File: config.mk
export PLATFORM = sky130hd
export DESIGN_NAME = escalonador_necessidades
export DESIGN_NICKNAME = d
export VERILOG_FILES = /design/src/rtl/escalonador_necessidades.sv
export SDC_FILE = /design/constraint.sdc
export NUM_CORES = 1
export LEC_CHECK = 0
export ABC_AREA = 1
export ABC_CLOCK_PERIOD_IN_PS = 3300
export BUFFER_PORTS_ARGS = -buffer_cell sky130_fd_sc_hd__buf_2
export CAP_MARGIN = 20
export CORE_ASPECT_RATIO = 0.8
export CORE_UTILIZATION = 45
export CTS_BUF_LIST = sky130_fd_sc_hd__clkbuf_4
export CTS_CLUSTER_SIZE = 25
export DETAILED_ROUTE_END_ITERATION = 12
export GPL_TIMING_DRIVEN = 0
export PLACE_DENSITY_LB_ADDON = 0.08
export SYNTH_ARGS = -nofsm -noshare
export SYNTH_HDL_FRONTEND = slang
export SYNTH_SLANG_ARGS = --single-unit
File: constraint.sdc
create_clock -name clk -period 3.3 [get_ports clk]
set_input_delay 0.825 -clock clk [delete_from_list [all_inputs] [get_ports clk]]
set_output_delay 0.825 -clock clk [all_outputs]
set_load 0.05 [all_outputs]
File: src/rtl/escalonador_necessidades.sv
// Periodic need scheduler: divides clk into a tick and, on each tick, runs one
// update pass over fome, sono and felicidade through a single shared saturating
// add/sub unit. Death is declared when any counter reaches zero and is sticky.
//
// state     | meaning
// ----------+---------------------------------------------------------
// ESPERA    | idle, waiting for a tick (ticks ignored once morto=1)
// ATU_FOME  | shared unit writes fome
// ATU_SONO  | shared unit writes sono
// ATU_FELIC | shared unit writes felicidade
// VERIFICA  | death check, atualizado pulse
module escalonador_necessidades #(
    parameter int CLK_HZ        = 100,
    parameter int VALOR_INICIAL = 200,
    parameter int STAT_MAX      = 255,
    parameter int GANHO         = 5,
    parameter int DECAIMENTO    = 1
) (
    input  logic       clk,
    input  logic       rst,
    input  logic [2:0] estado,
    output logic [7:0] fome,
    output logic [7:0] sono,
    output logic [7:0] felicidade,
    output logic       morto,
    output logic       ocupado,
    output logic       atualizado
);

    localparam int              PW        = $clog2(CLK_HZ);
    localparam logic [PW-1:0]   PRESC_FIM = PW'(CLK_HZ - 1);
    localparam logic [8:0]      MAX9      = 9'(STAT_MAX);
    localparam logic [8:0]      GANHO9    = 9'(GANHO);
    localparam logic [8:0]      DEC9      = 9'(DECAIMENTO);
    localparam logic [7:0]      INI8      = 8'(VALOR_INICIAL);

    typedef enum logic [2:0] {
        ESPERA    = 3'd0,
        ATU_FOME  = 3'd1,
        ATU_SONO  = 3'd2,
        ATU_FELIC = 3'd3,
        VERIFICA  = 3'd4
    } estado_fsm_t;

    estado_fsm_t   state_q, state_d;
    logic [PW-1:0] presc_q, presc_d;
    logic [2:0]    est_q, est_d;
    logic [7:0]    fome_q, fome_d;
    logic [7:0]    sono_q, sono_d;
    logic [7:0]    felic_q, felic_d;
    logic          morto_q, morto_d;
    logic          tick;

    logic [7:0]    operando;
    logic          ganha;
    logic [8:0]    soma;
    logic [8:0]    dif;
    logic [7:0]    resultado;

    // Free-running prescaler; keeps counting during a pass.
    always_comb begin
        tick    = (presc_q == PRESC_FIM);
        presc_d = tick ? '0 : presc_q + 1'b1;
    end

    // Shared saturating add/sub unit; operand and direction follow the FSM state.
    always_comb begin
        operando = fome_q;
        ganha    = (est_q == 3'b001);
        case (state_q)
            ATU_SONO: begin
                operando = sono_q;
                ganha    = (est_q == 3'b010);
            end
            ATU_FELIC: begin
                operando = felic_q;
                ganha    = (est_q == 3'b011);
            end
            default: begin
                operando = fome_q;
                ganha    = (est_q == 3'b001);
            end
        endcase
        soma = {1'b0, operando} + GANHO9;
        dif  = {1'b0, operando} - DEC9;
        if (ganha) begin
            resultado = (soma > MAX9) ? MAX9[7:0] : soma[7:0];
        end else begin
            resultado = ({1'b0, operando} < DEC9) ? 8'd0 : dif[7:0];
        end
    end

    // Next-state, counter writes and status outputs.
    always_comb begin
        state_d    = state_q;
        est_d      = est_q;
        fome_d     = fome_q;
        sono_d     = sono_q;
        felic_d    = felic_q;
        morto_d    = morto_q;
        ocupado    = (state_q != ESPERA);
        atualizado = (state_q == VERIFICA);
        case (state_q)
            ESPERA: begin
                if (tick && !morto_q) begin
                    est_d   = estado;
                    state_d = ATU_FOME;
                end
            end
            ATU_FOME: begin
                fome_d  = resultado;
                state_d = ATU_SONO;
            end
            ATU_SONO: begin
                sono_d  = resultado;
                state_d = ATU_FELIC;
            end
            ATU_FELIC: begin
                felic_d = resultado;
                state_d = VERIFICA;
            end
            VERIFICA: begin
                if ((fome_q == 8'd0) || (sono_q == 8'd0) || (felic_q == 8'd0)) begin
                    morto_d = 1'b1;
                end
                state_d = ESPERA;
            end
            default: state_d = ESPERA;
        endcase
    end

    // State register; reset discards any pass in progress.
    always_ff @(posedge clk) begin
        if (rst) begin
            state_q <= ESPERA;
            presc_q <= '0;
            est_q   <= 3'b000;
            fome_q  <= INI8;
            sono_q  <= INI8;
            felic_q <= INI8;
            morto_q <= 1'b0;
        end else begin
            state_q <= state_d;
            presc_q <= presc_d;
            est_q   <= est_d;
            fome_q  <= fome_d;
            sono_q  <= sono_d;
            felic_q <= felic_d;
            morto_q <= morto_d;
        end
    end

    assign fome       = fome_q;
    assign sono       = sono_q;
    assign felicidade = felic_q;
    assign morto      = morto_q;

endmodule

[Word-level counts from Yosys, hierarchy flattened]
Cells that the tools add are included.
Cells by class
  add/sub/neg operators: 3
  multiply operators: 0
  div/mod/pow operators: 0
  order comparisons: 2
  equality and inequality tests: 9
  shift-type cells: 0
  mux-type cells: 7
  bitwise operators: 0
  reductions and logical operators: 12
Operators by type and width (count)
  $logic_not 8->1: 3
  $mux 8: 3
  $pmux 8 s2: 1
  $eq 3x2->1 const B: 4
  $pmux 3 s4: 1
  $add 8x3->9 const B: 1
  $gt 9x8->1 const B: 1
  $lt 8x1->1 const B: 1
  $sub 8x1->8 const B: 1
  $add 7x1->7 const B: 1
  $eq 7x7->1 const B: 1
  $eq 3x1->1 const B: 2
  $reduce_and 2->1: 2
  $eq 3x3->1 const B: 1
  $logic_not 3->1: 1
  $mux 3: 1
  $reduce_bool 3->1: 1
  $logic_or 1x1->1: 2
  $ne 2x2->1 const B: 1
  $pmux 1 s2: 1
  $reduce_or 2->1: 1
  $logic_and 1x1->1: 1
  $logic_not 1->1: 1
Word-level totals
  register bits: 38
  latch bits: 0
  memory bits (writable): 0
  bits in read-only memories: 0
  memories: 0

[Depth between registers and ports, before layout]
  depth after elaboration: 6
  depth in mapped cells: 22
  gate-level depth less buffers: 21

[Worst setup path after synthesis]
Ideal clock, no wire load.
  path kind: register to output
  start point: reg state_q[1]
  end point: out atualizado
  data arrival time: 1741 ps
  required time: 2475 ps
  slack: 734 ps
  cell stages (with the launch flop): 4
  buffers on the path: 2
  cell sequence: dfxtp_1 -> buf_4 -> buf_2 -> nor3_1
On the way
  word-level cells in the longest chain between the ends: 1
RTL lines
  start, declared: line 45  | estado_fsm_t state_q, state_d;
  start signal, assigned: line 143  | state_q <= state_d;
  $eq 3x3->1: line 102  | atualizado = (state_q == VERIFICA);
  end, declared: line 27  | output logic atualizado
No other way between the ends.

[Worst setup path in the final report]
  start point: reg state_q[0]
  end point: reg felic_q[4] (netlist: felicidade[4])
On the way
  word-level cells in the longest chain between the ends: 6
RTL lines
  $eq 3x2->1, on equally long branches: line 70, 103
  $pmux 8 s2: line 70  | case (state_q)
  $add 8x3->9: line 84  | soma = {1'b0, operando} + GANHO9;
  $gt 9x8->1: line 87  | resultado = (soma > MAX9) ? MAX9[7:0] : soma[7:0];
  $mux 8: line 87
  $mux 8: line 86  | if (ganha) begin
  end signal, assigned: line 148  | felic_q <= felic_d;
  end, declared: line 50  | logic [7:0] felic_q, felic_d;
Parallel ways exist; a longest one is shown, timed or not.
A chain may end at the register's enable or synchronous reset.

==> metrics.yaml <==
outcome:
  status: "complete, no violations"
worst_setup_path:
  crit_slowest_cell: "dfxtp_1"
  r2r_cells: 21
  end_kind: "flip-flop"
  crit_type: "flip-flop to flip-flop"
  crit_chain: "buf_6, nor2_4, nand3_1, o21ai_0, inv_1, nand2_1, inv_1, ha_1, inv_1, or2_2, nor2_1, nand3_1, nor2_1, nand2_1, nor2_1, nand2_2, nand3_1, nand2_1, nand3_1, nand2_1, inv_1"
  start_kind: "flip-flop"
  critPathMaxStageDelay_ps: 320
  crit_fanout: 9
  required_ps: 3580
  worst_ep_arrival_time_ps: 3030
grt:
  grt_pass1_vias: 1989
  grt_first_pass_wirelength_mm: 9.92
  grt-ovfl-total: 0
  grt_max_degree: 11
  grt.total_usage_pct: 24.3
  antenna_found_initial: 0
place:
  dp.final_hpwl_mm: 4.86
  place.gp.congestion: 0.827
  io_buffers: 31
  dpl_cell_area_um2: 2580
  place_ws_ps: 603
  place_inst: 440
power_and_ir_drop:
  p_per_area_nw_per_um2: 424
  finalPower_mw: 1.11
  clockPowerShare_pct: 19.0
  seq_power_share_pct: 45.8
  irDropWorstVdd_uv: 237
  p_comb_share_pct: 35.2
  switching_power_mw: 0.442
  switching_share_pct: 39.8
  p_leak_nw: 1.29
  p_int_mw: 0.669
detailed_routing:
  viasPerCell: 5.20
  drc_errors: 0
  wl_mm: 6.14
  wl_per_cell_um: 13.8
  drtAntennaViolNets: 0
  vias: 2318
  drtPass1Iterations: 5
  drtIter0Drc: 172
sta:
  fin_worst_skew_ps: 8.14
  fin_crit_ps: 2750
  rsz0062_at_grt: "no"
  fin_ws_ps: 548
  tightest_slew_ps: 604
  hold_violations: 0
  clock.fmax_ghz: 0.363
  drv_slew: 0
  setup-violations-final: 0
  relSlewSlack_pct: 59.4
  finalSetupTns_ps: 0
  period_share_pct: 83.4
floorplanning:
  initial_core_util_pct: 46.8
  ios: 32
  die_area_um2: 5510
  die_y_um: 66.6
  num_rows: 23
  die_w_um: 82.7
  core_um2: 5010
synthesis:
  synth_edf_count: 0
  synth-xor-area-share_pct: 3.31
  synth.area.mux_share_pct: 0
  async_reset_ff_share_pct: 0
  synth_top_family_by_area: "simple AND/OR/NAND/NOR gates"
  synth_nets: 356
  avgSynthCellArea_um2: 6.76
  synth_compound_area_share_pct: 11.3
  ys_warn_count: 0
  synth_fa_ha_area_share_pct: 2.13
  synth-seq-cells: 38
  synth-seq-area-share_pct: 32.4
  syn_area_um2: 2340
  synthFlopType: "dfxtp_1"
  synthCells: 347
  yosys.area_share.simple_pct: 39.0
  synth_cell_types: 39
clock_network:
  cts_max_path_buffers: 2
  numCtsBuffers: 5
  clk_pin_slew_ps: 110
  hold_buffers: 0
  htree_num_levels: 2
  cts-root-buf: "clkbuf_4"
  cts_tree: "built"
  clk_latency_ps: 330
  post_cts_buffers: 0
  clock-sinks: 38
  ctsResizeCount: 0
final_layout:
  final_area_um2: 2620
  final_common_cell: "nand2_1"
  syn2layout_area_growth_pct: 11.7
  multi_input_area_um2: 1310
  final_cells: 446
  drive_gt1_share_pct: 19.3
  n_antenna_cell: 0
  ff_latch_area_um2: 761
  fill_cells: 526
  nNetsFinal: 394
  mostFrequentLayoutCells: "83 x nand2_1, 50 x inv_1, 38 x dfxtp_1"
flow_run:
  cap_violations: 0
min_path:
  hp-class: "flip-flop to flip-flop"
  hold_path_depth: 1
-- registers in the layout (all words and copies together), names as in the netlist --
| signal | cells |
|---|---|
| fome | 8 |
| sono | 8 |
| presc_q | 7 |
| est_q | 3 |
| state_q | 3 |
| morto | 1 |
| felicidade | 8 |
-- cell type report --
type / instances / area share, %
timing repair buffer: 31 / 5.92
multi-input combinational: 244 / 49.9
clock inverter: 1 / 0.143
sequential: 38 / 29.0
inverter: 54 / 7.84
buffer: 11 / 2.77
clock buffer: 5 / 1.43
tap: 62 / 2.96
-- final timing paths --
| check | from | end | slack (ps) |
|---|---|---|---|
| max reg2reg | state_q[0] | felicidade[4] | 550 |
| min | presc_q[0] | presc_q[0] | 460 |
| min reg2reg | presc_q[0] | presc_q[0] | 460 |
| max | state_q[0] | felicidade[4] | 550 |
-- critical path: cells and delay by family (launching register included) --
family | cells | cell delay (ps)
fa+ha+maj | 1 | 280
compound gates | 1 | 90
buf+inv | 5 | 360
simple gates | 14 | 1660
flops | 1 | 320
-- layer usage --
metal | wire (µm) | track usage [%] | up-vias
met1 | 3120 | 37.3 | 1042
met2 | 2460 | 33.3 | 79
met4 | 82 | 6.90 | 0
met3 | 474 | 4.93 | 6
li1 | - | - | 1191
met5 | 0 | 0 | -
-- power groups by stage --
stage | registers [mW] | clock network [mW] | logic [mW]
3_5_place_dp | 0.519 | 0 | 0.388
3_3_place_gp | 0.518 | 0 | 0.386
4_1_cts | 0.508 | 0.223 | 0.389
6_report | 0.509 | 0.211 | 0.392
2_1_floorplan | 0.577 | 0 | 0.241
5_1_grt | 0.512 | 0.239 | 0.430
-- logic make-up after synthesis --
family,Yosys count
xor gates and xnor gates,8
AOI/OAI and AO/OA,45
buffers and inverters,65
adders and majority gates,4
and+or+nand+nor,187
DFF,38
-- cell usage after synthesis (all sizes together) (4+ instances only) --
master	count	area [µm²]
a21oi	23	115
buf	8	61.3
dfxtp	38	761
ha	4	50.1
inv	54	205
nand2	91	367
nand3	41	248
nand4	7	50.1
nor2	30	125
nor3	6	46.3
nor4	5	31.3
o21ai	14	77.6
xor2	8	77.6
-- through the flow --
step	hold WS, ps	util (%)
5_1_grt	508	52.3
6_report	456	52.3
3_3_place_gp	432	51.5
3_5_place_dp	441	51.5
2_1_floorplan	418	-
4_1_cts	456	52.3
Note: power is estimated with default switching activity, not from simulation.
